## config.mk

```make
export PLATFORM = sky130hd
export DESIGN_NAME = sort_stream_ctrl
export DESIGN_NICKNAME = d
export VERILOG_FILES = /design/src/rtl/sort_stream_ctrl.sv
export SDC_FILE = /design/constraint.sdc
export NUM_CORES = 1
export LEC_CHECK = 0
export ABC_AREA = 1
export CORE_AREA = 2 2 63 65
export DETAILED_ROUTE_END_ITERATION = 7
export DIE_AREA = 0 0 65 67
export PLACE_DENSITY_LB_ADDON = 0.05
export SLEW_MARGIN = 10
export SYNTH_ARGS = -nofsm -noshare
export SYNTH_HDL_FRONTEND = slang
export SYNTH_SLANG_ARGS = --single-unit
```

## constraint.sdc

```tcl
create_clock -name clk_i -period 2.3 [get_ports clk_i]
set_input_delay 0.23 -clock clk_i [delete_from_list [all_inputs] [get_ports clk_i]]
set_output_delay 0.23 -clock clk_i [all_outputs]
set_load 0.005 [all_outputs]
```

## src/rtl/sort_stream_ctrl.sv

```systemverilog
// Reader-side stream controller for an external sort_node chain: loads a frame in push mode,
// then drains the chain in pop mode onto a registered valid/ready output.
module sort_stream_ctrl #(
    parameter int DATA_WIDTH = 16,
    parameter int DEPTH      = 8
) (
    input  logic                  clk_i,
    input  logic                  rst_i,
    input  logic                  in_valid_i,
    output logic                  in_ready_o,
    input  logic [DATA_WIDTH-1:0] in_data_i,
    input  logic                  in_last_i,
    output logic                  arr_clk_en_o,
    output logic                  arr_push_o,
    output logic [DATA_WIDTH-1:0] arr_data_o,
    input  logic [DATA_WIDTH-1:0] arr_head_i,
    output logic                  out_valid_o,
    input  logic                  out_ready_i,
    output logic [DATA_WIDTH-1:0] out_data_o,
    output logic                  out_last_o,
    output logic                  busy_o
);
    localparam int CNT_W = $clog2(DEPTH + 1);
    localparam logic [CNT_W-1:0] DEPTH_C = CNT_W'(DEPTH);
    localparam logic [CNT_W-1:0] ONE_C   = CNT_W'(1);

    typedef enum logic [1:0] {S_LOAD, S_SETTLE, S_DRAIN} state_t;

    state_t                state_q, state_d;
    logic [CNT_W-1:0]      cnt_q, cnt_d;
    logic [CNT_W-1:0]      rem_q, rem_d;
    logic                  out_valid_q, out_valid_d;
    logic                  out_last_q, out_last_d;
    logic [DATA_WIDTH-1:0] out_data_q, out_data_d;

    always_ff @(posedge clk_i) begin
        if (rst_i) begin
            state_q     <= S_LOAD;
            cnt_q       <= '0;
            rem_q       <= '0;
            out_valid_q <= 1'b0;
            out_last_q  <= 1'b0;
            out_data_q  <= '0;
        end else begin
            state_q     <= state_d;
            cnt_q       <= cnt_d;
            rem_q       <= rem_d;
            out_valid_q <= out_valid_d;
            out_last_q  <= out_last_d;
            out_data_q  <= out_data_d;
        end
    end

    always_comb begin
        state_d      = state_q;
        cnt_d        = cnt_q;
        rem_d        = rem_q;
        out_valid_d  = out_valid_q;
        out_last_d   = out_last_q;
        out_data_d   = out_data_q;
        in_ready_o   = 1'b0;
        arr_clk_en_o = 1'b0;
        arr_push_o   = 1'b1;
        case (state_q)
            S_LOAD: begin
                in_ready_o = (cnt_q < DEPTH_C);
                if (in_valid_i && in_ready_o) begin
                    arr_clk_en_o = 1'b1;
                    cnt_d        = cnt_q + ONE_C;
                    // A full chain closes the frame even without in_last_i.
                    if (in_last_i || (cnt_q == DEPTH_C - ONE_C)) begin
                        state_d = S_SETTLE;
                    end
                end
            end
            S_SETTLE: begin
                rem_d   = cnt_q;
                cnt_d   = '0;
                state_d = S_DRAIN;
            end
            S_DRAIN: begin
                arr_push_o = 1'b0;
                if ((rem_q != '0) && (!out_valid_q || out_ready_i)) begin
                    arr_clk_en_o = 1'b1;
                    out_data_d   = arr_head_i;
                    out_valid_d  = 1'b1;
                    out_last_d   = (rem_q == ONE_C);
                    rem_d        = rem_q - ONE_C;
                end else if (out_ready_i) begin
                    out_valid_d = 1'b0;
                    if (out_valid_q && out_last_q) begin
                        out_last_d = 1'b0;
                        state_d    = S_LOAD;
                    end
                end
            end
            default: state_d = S_LOAD;
        endcase
        // The chain must not step while it is being reset.
        if (rst_i) begin
            arr_clk_en_o = 1'b0;
            arr_push_o   = 1'b1;
        end
    end

    assign arr_data_o  = in_data_i;
    assign out_valid_o = out_valid_q;
    assign out_last_o  = out_last_q;
    assign out_data_o  = out_data_q;
    assign busy_o      = (state_q != S_LOAD) || (cnt_q != '0);

endmodule

```

Yosys cells after proc, flatten, opt, wreduce, memory -nomap -nowiden
Cells that the tools add are included.
W data, S select, Z words.
Storage, ports and cells
  register bits: 28
  input port bits: 37
Operators by class
  add/subtract/negate cells: 2
  $lt $le $gt $ge: 1
  equality and inequality tests: 10
  mux-type cells: 22
  reductions and logical operators: 21
Operators by type and width (number)
  $pmux W4 S2: 2
  $ne A2 B2 Y1 const B: 6
  $mux W1: 11
  $mux W2: 5
  $reduce_bool A2 Y1: 5
  $mux W4: 2
  $reduce_and A2 Y1: 4
  $reduce_bool A4 Y1: 2
  $pmux W2 S3: 1
  $reduce_and A5 Y1: 1
  $add A4 B1 Y4 const B: 1
  $eq A4 B1 Y1 const B: 1
  $eq A4 B3 Y1 const B: 1
  $lt A4 B4 Y1 const B: 1
  $sub A4 B1 Y4 const B: 1
  $logic_and A1 B1 Y1: 3
  $logic_or A1 B1 Y1: 3
  $reduce_and A3 Y1: 1
  $eq A2 B1 Y1 const B: 1
  $eq A2 B2 Y1 const B: 1
  $logic_not A2 Y1: 1
  $pmux W1 S2: 1
  $logic_not A1 Y1: 1

Longest topological paths before layout
  depth in word-level cells: 6
  gate-level depth with buffers: 8
  gate-level depth less buffers: 8

Least setup slack after synthesis
OpenSTA, ideal clock, no wires.
  path type: flip-flop to output port
  start point: register rem_q[0]
  end point: output arr_clk_en_o
  data arrival time: 1145 ps
  path slack: 925 ps
  cell stages (with the launch flop): 7
  buffers on the path: 1
  path through: dfxtp_1 inv_1 ha_1 nand2_4 nand3_4 buf_6 a21oi_2
Between the ends
  longest elaborated chain between the ends: 5
Ends and longest elaborated chain
  from (decl): RTL line 31  | logic [CNT_W-1:0] rem_q, rem_d;
  from (signal assigned): RTL line 47  | rem_q <= rem_d;
  $reduce_bool A4 Y1: RTL line 83  | if ((rem_q != '0) && (!out_valid_q || out_ready_i)) begin
  $logic_and A1 B1 Y1: RTL line 83
  $mux W1: RTL line 83
  $pmux W1 S2: RTL line 64  | case (state_q)
  $mux W1: RTL line 100  | if (rst_i) begin
  to (decl): RTL line 13  | output logic arr_clk_en_o,
No other way between the ends.

Worst setup path in the final report
Same ends and word-level chain as after synthesis.

==> summary.txt <==
Power and ir drop
  – Pleak: approximately 0.72 nW
  – Pwr Total: 1.12 mW
  – Worst VDD drop: roughly 0.37 mV
  – P per Cell Area: between 500 and 600 nW/um^2

Route
  – Mean routed wirelength per cell: 12.9 um
  – Vias: approximately 1.3k
  – DRC violations left: 0
  – Final WL: 3.52 mm
  – Initial DRT Pass Iterations: 4
  – Vias per cell: 4.86
  – Initial drt markers: between 70 and 80
  – Final ANT Viol Nets: 0

Floorplan
  – Cell row count: 22
  – CORE AREA: between 3000 and 4000 sq um
  – IO Pins: 75
  – Initial Utilization: 0.413
  – Die Area: between 4000 and 5000 sq um
  – Die span in y: roughly 67 um
  – DIE WIDTH: 65 um

Clocking
  – CTS tree: done
  – Skew-Pair Late Insertion Delay: around 270 ps
  – Clock buffer count from CTS: 3
  – H-tree Lvls: 1
  – Post-CTS Setup Bufs: 0
  – CTS Hold Bufs: 0
  – CTS root buffer: clkbuf_8
  – Post-CTS sizing: 0
  – Clk buf depth: 2
  – Number of clock sinks: 28
  – CTS clk-pin slew, worst paths: ~90 ps

Cells and area
  – Final Core Density: 0.520
  – Fin cells: approximately 270
  – N_diodes: 0
  – Ratio of cells with drive above 1 in the final layout: 0.0893
  – NumNets Final: between 200 and 300
  – Area added between synthesis and finish: 26.1%
  – Post-route cell area: ~1900 sq um
  – Fillers: roughly 350

Setup path
  – CP Cell Sequence: inv_1 -> ha_1 -> nand2_4 -> nand3_4 -> a21oi_2 -> clkdlybuf4s50_1
  – CP max FO: 19
  – Crit path launch: rem_q[0]
  – Crit path required time: 2070 ps
  – Crit Path Category: flop to output pin
  – Max stage delay cell, worst path: clkdlybuf4s50_1
  – Data arrival, critical path: 1920 ps
  – Largest stage delay on the critical path: 510 ps
  – Crit. End Element: output pin
  – R2R Path Start: rem_q[0]
  – Startpoint types: flop

Placed design
  – RePlAce Congestion: roughly 0.76
  – Placed cells: 268
  – Dpl cell area: around 1800 sq um
  – Placement Setup Slack: around 460 ps
  – Port Buffers: between 40 and 50
  – DPL Wire Length: 2.58 mm

Synth
  – Largest family of logic cells by synthesized area: simple AND/OR/NAND/NOR gates
  – Top-count cell post-synth: nand2_1
  – Share of the synthesized area in the top cell type: 0.376
  – Post-synthesis adder-cell area fraction: 0.0420
  – Synth Flop Type: dfxtp_1
  – Post-synth EDFFs: 0
  – Mux contribution to synthesized area: 0
  – Synth Area in Compound Gates: 0.126
  – XOR/XNOR Fraction of Synth Area: 0
  – Syn Area/Cell: approximately 7.5 sq um
  – Mapped Area: around 1500 sq um
  – Synth top area cells: dfxtp_1 (38%), nand2_1 (9.8%), buf_4 (9.6%)
  – Yosys cell types: 24
  – Post-synth top cells: nand2_1 (39), dfxtp_1 (28), a21oi_1 (22)
  – Post-Syn Instances: slightly below 200
  – Post-Syn Nets: 240
  – Register bit count reported by yosys: 28
  – Post-synth ARST share: 0
  – Synthesis warning total: 0
  – Simple-gate share of the synthesized area: 0.288
  – Register area share after synthesis: 0.376
  – Synth area leader: dfxtp_1

STA
  – Fmax: around 0.47 GHz
  – Final-report max-slew violation count: 0
  – Setup_tns: 0 ps
  – Clock Skew: roughly 3.4 ps
  – Final hold vios: 0
  – Min cycle time layout: 2150 ps
  – RSZ-0062 raised after global routing: no
  – Slew margin rel.: 0.817
  – Final worst slack: 150 ps
  – Tcrit/Tclk final: 0.935
  – Hold slack: roughly 460 ps
  – Slew @ Worst Pin: between 200 and 300 ps
  – Final setup vio count: 0

Worst hold path
  – Hold path startpoint: in_data_i[6]
  – HP Class: input pin to output pin

Status
  – Outcome: completed

GRT
  – Vias in the first global route: about 1.2k
  – Initial antenna violation count: 0
  – All-layer global routing usage: 0.166
  – Total gr overflow: 0
  – Largest net degree at the start of global routing: 27
  – First-pass GRT wire length: 5.70 mm

Job
  – Max-Cap Viols: 0
flip-flops by register name, indices dropped and copies added, names as in the netlist:
name,cells
out_data_o,16
cnt_q,4
rem_q,4
state_q,2
out_last_o,1
out_valid_o,1
layout by cell type (no fill, tap or decap):
master	synthesis	routed
clkdlybuf4s50_1	0	42
nand2_1	39	39
dfxtp_1	28	28
a21oi_1	22	22
nand4_1	17	17
inv_1	16	16
nor2_1	14	14
nand3_1	10	10
o21ai_0	7	7
ha_1	5	5
clkbuf_8	0	4
buf_4	19	4
inv_2	3	3
nor2_4	2	2
a21oi_2	2	2
nor3_1	2	2
nand2_4	1	1
nand2_2	1	1
nand3_4	1	1
nor2_2	1	1
o21ai_1	1	1
a31oi_2	1	1
a21boi_1	1	1
cells by family (layout without fill, tap and decap cells):
kind of cell               Yosys count  in the layout
buffers and inverters               43             69
adders and majority gates            5              5
and+or+nand+nor                     88             88
AOI/OAI and AO/OA                   34             34
DFF                                 28             28
final cells by class:
cell class / count / area [sq um] / area share
Timing Repair Buffer: 46 / 450 / 0.240
Sequential cell: 28 / 561 / 0.299
Multi-Input combinational cell: 127 / 679 / 0.362
Inverter: 19 / 71.3 / 0.0380
Clock buffer: 4 / 55.1 / 0.0293
Tap cell: 48 / 60.1 / 0.0320
worst paths after layout:
path / endpoint / slack (ps) / depth (start not counted)
worst max-delay path: arr_clk_en_o / 150 / 6
worst min-delay path: arr_data_o[6] / 460 / 0
worst max register to register: rem_q[2] / 740 / 9
worst min register to register: out_data_o[13] / 470 / 2
per-layer routing:
metal | vias up | routed length [um] | track usage
met5 | - | 0 | 0
li1 | 690 | - | -
met2 | 47 | 1570 | 0.258
met1 | 583 | 1680 | 0.232
met4 | 0 | 30 | 0.0479
met3 | 2 | 238 | 0.0321
report_power, final:
part           switching [mW]  leakage [nW]  internal (mW)  total, mW
clock                   0.151        0.0288          0.153      0.304
sequential             0.0241         0.227          0.511      0.536
combinational           0.156         0.466          0.130      0.285
critical path, delay by kind of cell (launching register included):
family / cells / cell delay [ps]
buffers and inverters: 2 / 610
flip-flops: 1 / 360
AND/OR/NAND/NOR: 2 / 290
adder cells (fa/ha/maj): 1 / 240
AO/OA/AOI/OAI: 1 / 130
(Power assumes the default switching activity.)
